--- src/rtl/alu_issue.sv ---
// Two-stage issue/capture unit in front of the ALU: operand register S1, result register S2.
// Optional result forwarding into operand A is built when ALU_ISSUE_FWD_EN is defined.
module alu_issue #(
    parameter int TAG_W = 5
) (
    input  logic             clk,
    input  logic             rst,
    input  logic             in_valid,
    output logic             in_ready,
    input  logic [31:0]      in_a,
    input  logic [31:0]      in_b,
    input  logic [2:0]       in_op,
    input  logic [TAG_W-1:0] in_tag,
    input  logic             in_fwd_a,
    output logic [31:0]      alu_a,
    output logic [31:0]      alu_b,
    output logic [2:0]       alu_op,
    input  logic [31:0]      alu_result,
    input  logic             alu_zero,
    output logic             out_valid,
    input  logic             out_ready,
    output logic [31:0]      out_result,
    output logic             out_zero,
    output logic             out_err,
    output logic [TAG_W-1:0] out_tag
);

    localparam logic [2:0] OP_ILLEGAL = 3'b101;

    logic             s1_valid_q, s1_valid_d;
    logic [31:0]      s1_a_q, s1_a_d;
    logic [31:0]      s1_b_q, s1_b_d;
    logic [2:0]       s1_op_q, s1_op_d;
    logic [TAG_W-1:0] s1_tag_q, s1_tag_d;
    logic             s1_err_q, s1_err_d;

    logic             s2_valid_q, s2_valid_d;
    logic [31:0]      s2_result_q, s2_result_d;
    logic             s2_zero_q, s2_zero_d;
    logic             s2_err_q, s2_err_d;
    logic [TAG_W-1:0] s2_tag_q, s2_tag_d;

    logic        s2_free;
    logic        s1_adv;
    logic        accept;
    logic        deliver;
    logic [31:0] a_sel;

    assign s2_free  = !s2_valid_q | out_ready;
    assign s1_adv   = s1_valid_q & s2_free;
    assign in_ready = !s1_valid_q | s2_free;
    assign accept   = in_valid & in_ready;
    assign deliver  = s2_valid_q & out_ready;

`ifdef ALU_ISSUE_FWD_EN
    logic [31:0] fwd_q, fwd_d;
    logic [31:0] fwd_val;

    // A result handed off this very cycle is newer than fwd_q.
    assign fwd_val = deliver ? s2_result_q : fwd_q;
    assign a_sel   = in_fwd_a ? fwd_val : in_a;

    always_comb begin
        fwd_d = fwd_q;
        if (deliver) begin
            fwd_d = s2_result_q;
        end
    end

    always_ff @(posedge clk) begin
        if (rst) begin
            fwd_q <= '0;
        end else begin
            fwd_q <= fwd_d;
        end
    end
`else
    logic unused_fwd_a;

    assign unused_fwd_a = in_fwd_a;
    assign a_sel        = in_a;
`endif

    always_comb begin
        s1_valid_d = s1_valid_q;
        s1_a_d     = s1_a_q;
        s1_b_d     = s1_b_q;
        s1_op_d    = s1_op_q;
        s1_tag_d   = s1_tag_q;
        s1_err_d   = s1_err_q;
        if (accept) begin
            s1_valid_d = 1'b1;
            s1_a_d     = a_sel;
            s1_b_d     = in_b;
            s1_tag_d   = in_tag;
            s1_err_d   = (in_op == OP_ILLEGAL);
            // The ALU must never be driven with the illegal encoding.
            s1_op_d    = (in_op == OP_ILLEGAL) ? 3'b000 : in_op;
        end else if (s1_adv) begin
            s1_valid_d = 1'b0;
        end
    end

    always_comb begin
        s2_valid_d  = s2_valid_q;
        s2_result_d = s2_result_q;
        s2_zero_d   = s2_zero_q;
        s2_err_d    = s2_err_q;
        s2_tag_d    = s2_tag_q;
        if (s1_adv) begin
            s2_valid_d  = 1'b1;
            s2_result_d = s1_err_q ? 32'd0 : alu_result;
            s2_zero_d   = s1_err_q ? 1'b0 : alu_zero;
            s2_err_d    = s1_err_q;
            s2_tag_d    = s1_tag_q;
        end else if (out_ready) begin
            s2_valid_d = 1'b0;
        end
    end

    always_ff @(posedge clk) begin
        if (rst) begin
            s1_valid_q  <= 1'b0;
            s1_a_q      <= '0;
            s1_b_q      <= '0;
            s1_op_q     <= '0;
            s1_tag_q    <= '0;
            s1_err_q    <= 1'b0;
            s2_valid_q  <= 1'b0;
            s2_result_q <= '0;
            s2_zero_q   <= 1'b0;
            s2_err_q    <= 1'b0;
            s2_tag_q    <= '0;
        end else begin
            s1_valid_q  <= s1_valid_d;
            s1_a_q      <= s1_a_d;
            s1_b_q      <= s1_b_d;
            s1_op_q     <= s1_op_d;
            s1_tag_q    <= s1_tag_d;
            s1_err_q    <= s1_err_d;
            s2_valid_q  <= s2_valid_d;
            s2_result_q <= s2_result_d;
            s2_zero_q   <= s2_zero_d;
            s2_err_q    <= s2_err_d;
            s2_tag_q    <= s2_tag_d;
        end
    end

    assign alu_a      = s1_a_q;
    assign alu_b      = s1_b_q;
    assign alu_op     = s1_op_q;
    assign out_valid  = s2_valid_q;
    assign out_result = s2_result_q;
    assign out_zero   = s2_zero_q;
    assign out_err    = s2_err_q;
    assign out_tag    = s2_tag_q;

endmodule

--- config.mk ---
export PLATFORM = sky130hd
export DESIGN_NAME = alu_issue
export DESIGN_NICKNAME = d
export VERILOG_FILES = /design/src/rtl/alu_issue.sv
export SDC_FILE = /design/constraint.sdc
export NUM_CORES = 1
export LEC_CHECK = 0
export CAP_MARGIN = 30
export CORE_MARGIN = 1
export CORE_UTILIZATION = 43
export DETAILED_ROUTE_END_ITERATION = 12
export GPL_ROUTABILITY_DRIVEN = 0
export PLACE_DENSITY = 0.85
export SYNTH_ARGS = -nofsm -noshare
export SYNTH_HDL_FRONTEND = slang
export SYNTH_SLANG_ARGS = --single-unit
--- constraint.sdc ---
create_clock -name clk -period 2 [get_ports clk]
set_input_delay 0.3 -clock clk [delete_from_list [all_inputs] [get_ports clk]]
set_output_delay 0.3 -clock clk [all_outputs]
set_load 0.005 [all_outputs]
# Yosys cells after proc, flatten, opt, wreduce, memory -nomap -nowiden
# Index checks and enable logic that the tools add are counted.
[word_totals]
inputBits = 110
ff_bits = 114
[classes]
eq_ne = 1
reduce_logical = 4
bitwise_logic = 4
n_mux = 7
[ops]
columns = ["cell", "n"]
rows = [
  ["$mux 32", 1],
  ["$mux 1", 5],
  ["$reduce_bool 2->1", 2],
  ["$eq 3x3->1 const B", 1],
  ["$mux 3", 1],
  ["$and 1x1->1", 2],
  ["$logic_not 1->1", 2],
  ["$or 1x1->1", 2],
]

# Longest topological paths before layout
[logic_depth]
ltp_word = 5
ltp_mapped = 6
mapped_depth_nobuf = 4

# Least setup slack after synthesis
# No wires, ideal clock.
[synth_path]
path_type = "in2reg"
start = "in in_valid"
end = "reg s1_err_q"
path_stages = 5
required_ps = 1930
slack_ps = 756
arrival_ps = 1174
setup_ps = 70
n_path_buf = 2
path_cell_list = "buf_6 inv_2 buf_6 or4_1 a21oi_1"
[synth_between]
elab_chain_cells = 1
[synth_rtl]
columns = ["element", "line", "text"]
rows = [
  ["start, declared", "8", "input logic in_valid,"],
  ["$and 1x1->1", "52", "assign accept = in_valid & in_ready;"],
  ["end signal, assigned", "140", "s1_err_q <= s1_err_d;"],
  ["end, declared", "35", "logic s1_err_q, s1_err_d;"],
]
# Every way passes these cells.
# A chain may end at the register's enable or synchronous reset.

# Final worst setup path
[layout_path]
start = "reg s2_valid_q (netlist: out_valid)"
end = "out out_valid"
[layout_rtl]
columns = ["element", "line", "text"]
rows = [
  ["start, declared", "37", "logic s2_valid_q, s2_valid_d;"],
  ["start signal, assigned", "141", "s2_valid_q <= s2_valid_d;"],
  ["end, declared", "20", "output logic out_valid,"],
]
# No word-level cell between the ends.

==> flow_summary_export.csv <==
group,metric,value,unit
global_routing,grt_use_met2,44.6,%
die,dieArea,0.0107,mm^2
logic_synthesis,yosysTopAreaCell,"dfxtp_1",
worst_setup_path,path_max_fanout,4,
worst_setup_path,path_delay_family,"buffers and inverters",
die,ioPinCount,218,
clock_tree,cts_hold_buf,0,
cells_and_area,final_common_cell,"clkdlybuf4s50_1",
timing,tns,0,ps
die,fp.coreArea,0.00986,mm^2
detailed_routing,viasPerCell,5.57,
timing,max-slew-margin-rel,50.2,%
die,chipHeight,103,um
clock_tree,clk_latency,500,ps
clock_tree,cts_buffer_depth,2,
worst_setup_path,worst-path-buf-inv,1,
worst_setup_path,worstSetupPathType,"reg2out",
clock_tree,clock-root-buffer,"clkbuf_8",
global_routing,grt_max_degree,74,
detailed_routing,first_pass_iters,4,
cells_and_area,regArea,0.00228,mm^2
status,status,"completed",
detailed_routing,drt-wirelength-per-cell,16.8,um
worst_setup_path,critPathRequiredTime,1700,ps
logic_synthesis,synth_seq_cells,114,
cells_and_area,num_antenna_cells,0,
cells_and_area,fill_cells,746,
timing,fin_skew,8.14,ps
die,rows,36,
worst_setup_path,worst_path_max_delay_cell,"clkdlybuf4s50_1",
global_routing,antenna_found_initial,0,
global_routing,grt_pass1_vias,4521,
cells_and_area,fin_nets,819,
global_routing,overflow,0,
worst_setup_path,slowest_delay,540,ps
worst_setup_path,worstPathCellList,"clkdlybuf4s50_1",
worst_setup_path,cp-end-kind,"output pin",
detailed_routing,wirelength,14400,um
clock_tree,path_clk_slew,50,ps
timing,fin_ws,313,ps
placement,dpl.cell_count,822,
worst_hold_path,hold_class,"in2reg",
detailed_routing,drtIter0Drc,207,
flow_run,maxCapViolations,0,
placement,dp_hpwl,9260,um
cells_and_area,layout_common_cells,"213 x clkdlybuf4s50_1, 114 x a21oi_1, 114 x dfxtp_1",
pwr,power_density,846,mW/mm^2
worst_setup_path,startpoint_type,"flip-flop",
clock_tree,clock-sinks,114,
cells_and_area,syn2layout_area_growth,62.4,%
timing,max_freq,593,MHz
global_routing,grt_pass1_wl,21600,um
logic_synthesis,synth_top_cell_area_share,51.5,%
die,initial_core_util,44.9,%
placement,io_buffers,216,
timing,slew_violations,0,
timing,rsz0062_at_grt,"false",
detailed_routing,antenna_left,0,
logic_synthesis,synthesis.nets,634,
worst_setup_path,cp.arrival,1390,ps
pwr,ir_drop,521,uV
logic_synthesis,syn_area_per_cell,8.45,um^2
global_routing,track_usage,26.2,%
global_routing,top_usage_layer,"met2",
cells_and_area,layout.cells.non_filler,855,
global_routing,grt_use_met3,10.4,%
logic_synthesis,netlist_top_cells_area,"dfxtp_1 52%, a21oi_1 13%, o21ai_1 13%",
placement,place_ws,51.7,ps
timing,hold_viol_final,0,
clock_tree,cts_buffers,17,
logic_synthesis,syn_area,0.00443,mm^2
global_routing,use_met1,28.8,%
clock_tree,cts_tree,"yes",
detailed_routing,vias,4762,
cells_and_area,multi_input_area,0.00185,mm^2
pwr,totalPowerFinal,6.08,mW
die,chipWidth,103,um
timing,setup_viol,0,
cells_and_area,drive_gt1_share,6.93,%
clock_tree,htree_levels,4,
timing,post-route-min-period,1690,ps
logic_synthesis,synth_cells,524,
logic_synthesis,seq_area_frac_synth,51.5,%
detailed_routing,drc,0,
logic_synthesis,yosys_warnings,0,
pwr,leakage,2.53,nW
timing,fin_crit_sh,84.4,%
timing,tightest_slew,748,ps
logic_synthesis,post_synth_num_cell_types,18,
final timing paths:
kind	startpoint	slack, ps	to	cells after the start
max	out_valid	310	out_valid	1
min	rst	250	out_zero	2
min reg2reg	out_result[22]	470	out_result[22]	2
max reg2reg	s1_valid_q	490	out_result[27]	4
report_power, final:
group	internal [mW]	leakage, nW	switching [mW]
registers	2.39	0.936	0.0594
clock network	1.83	0.275	1.01
logic	0.477	1.32	0.321
sequential cells by signal, summed over array words and instances (netlist names):
name        cells
alu_op          3
alu_a          32
out_valid       1
out_result     32
alu_b          32
s1_err_q        1
out_tag         5
out_err         1
s1_tag_q        5
out_zero        1
s1_valid_q      1
routing by layer:
layer / routed length, um / vias up / share of wire [%]
li1: - / 2284 / -
met1: 5580 / 2264 / 39
met5: 0 / - / 0
met3: 1430 / 20 / 10
met2: 7140 / 194 / 50
met4: 223 / 0 / 1.6
Yosys cell counts:
cell,count
dfxtp_1,114
buf_1,9
nand2b_1,2
buf_2,20
inv_1,1
o21ai_0,1
o21ai_1,111
nor2b_1,1
clkbuf_1,33
inv_2,3
nand3_1,76
nand4b_1,33
buf_6,2
o2111ai_1,1
or4_1,1
nand4_1,1
and3b_1,1
a21oi_1,114
what timing repair did:
action,CTS,global route
setup buffers,0,1
pin swaps,1,1
gates cloned,0,0
endpoints found under the hold margin,0,0
resized for setup,0,1
setup endpoints to repair,1,1
area by class of cell:
type,count,share of cell area (%)
repair buffers,230,32.2
flip-flops and latches,114,31.7
multi-input cells,342,25.8
clock buffers,22,6.30
well taps,133,2.31
clock inverters,10,1.51
inverters,4,0.209
stage by stage:
| stage | utilization [%] | area (um^2) | hold WS (ps) |
|---|---|---|---|
| 2_1_floorplan | - | 4430 | 442 |
| 3_3_place_gp | 67.1 | 6620 | 455 |
| 3_5_place_dp | 67.1 | 6620 | 463 |
| 4_1_cts | 72.8 | 7180 | 228 |
| 5_1_grt | 72.9 | 7190 | 256 |
| 6_report | 72.9 | 7190 | 254 |
logic make-up (layout without fill, tap and decap cells):
group | Yosys count | in the layout | synth area share [%]
flip-flops | 114 | 114 | 51.5
AND/OR/NAND/NOR | 115 | 115 | 16.0
buffers and inverters | 68 | 266 | 6.67
AO/OA/AOI/OAI | 227 | 227 | 25.7
Power figures use the tool's default switching activity.
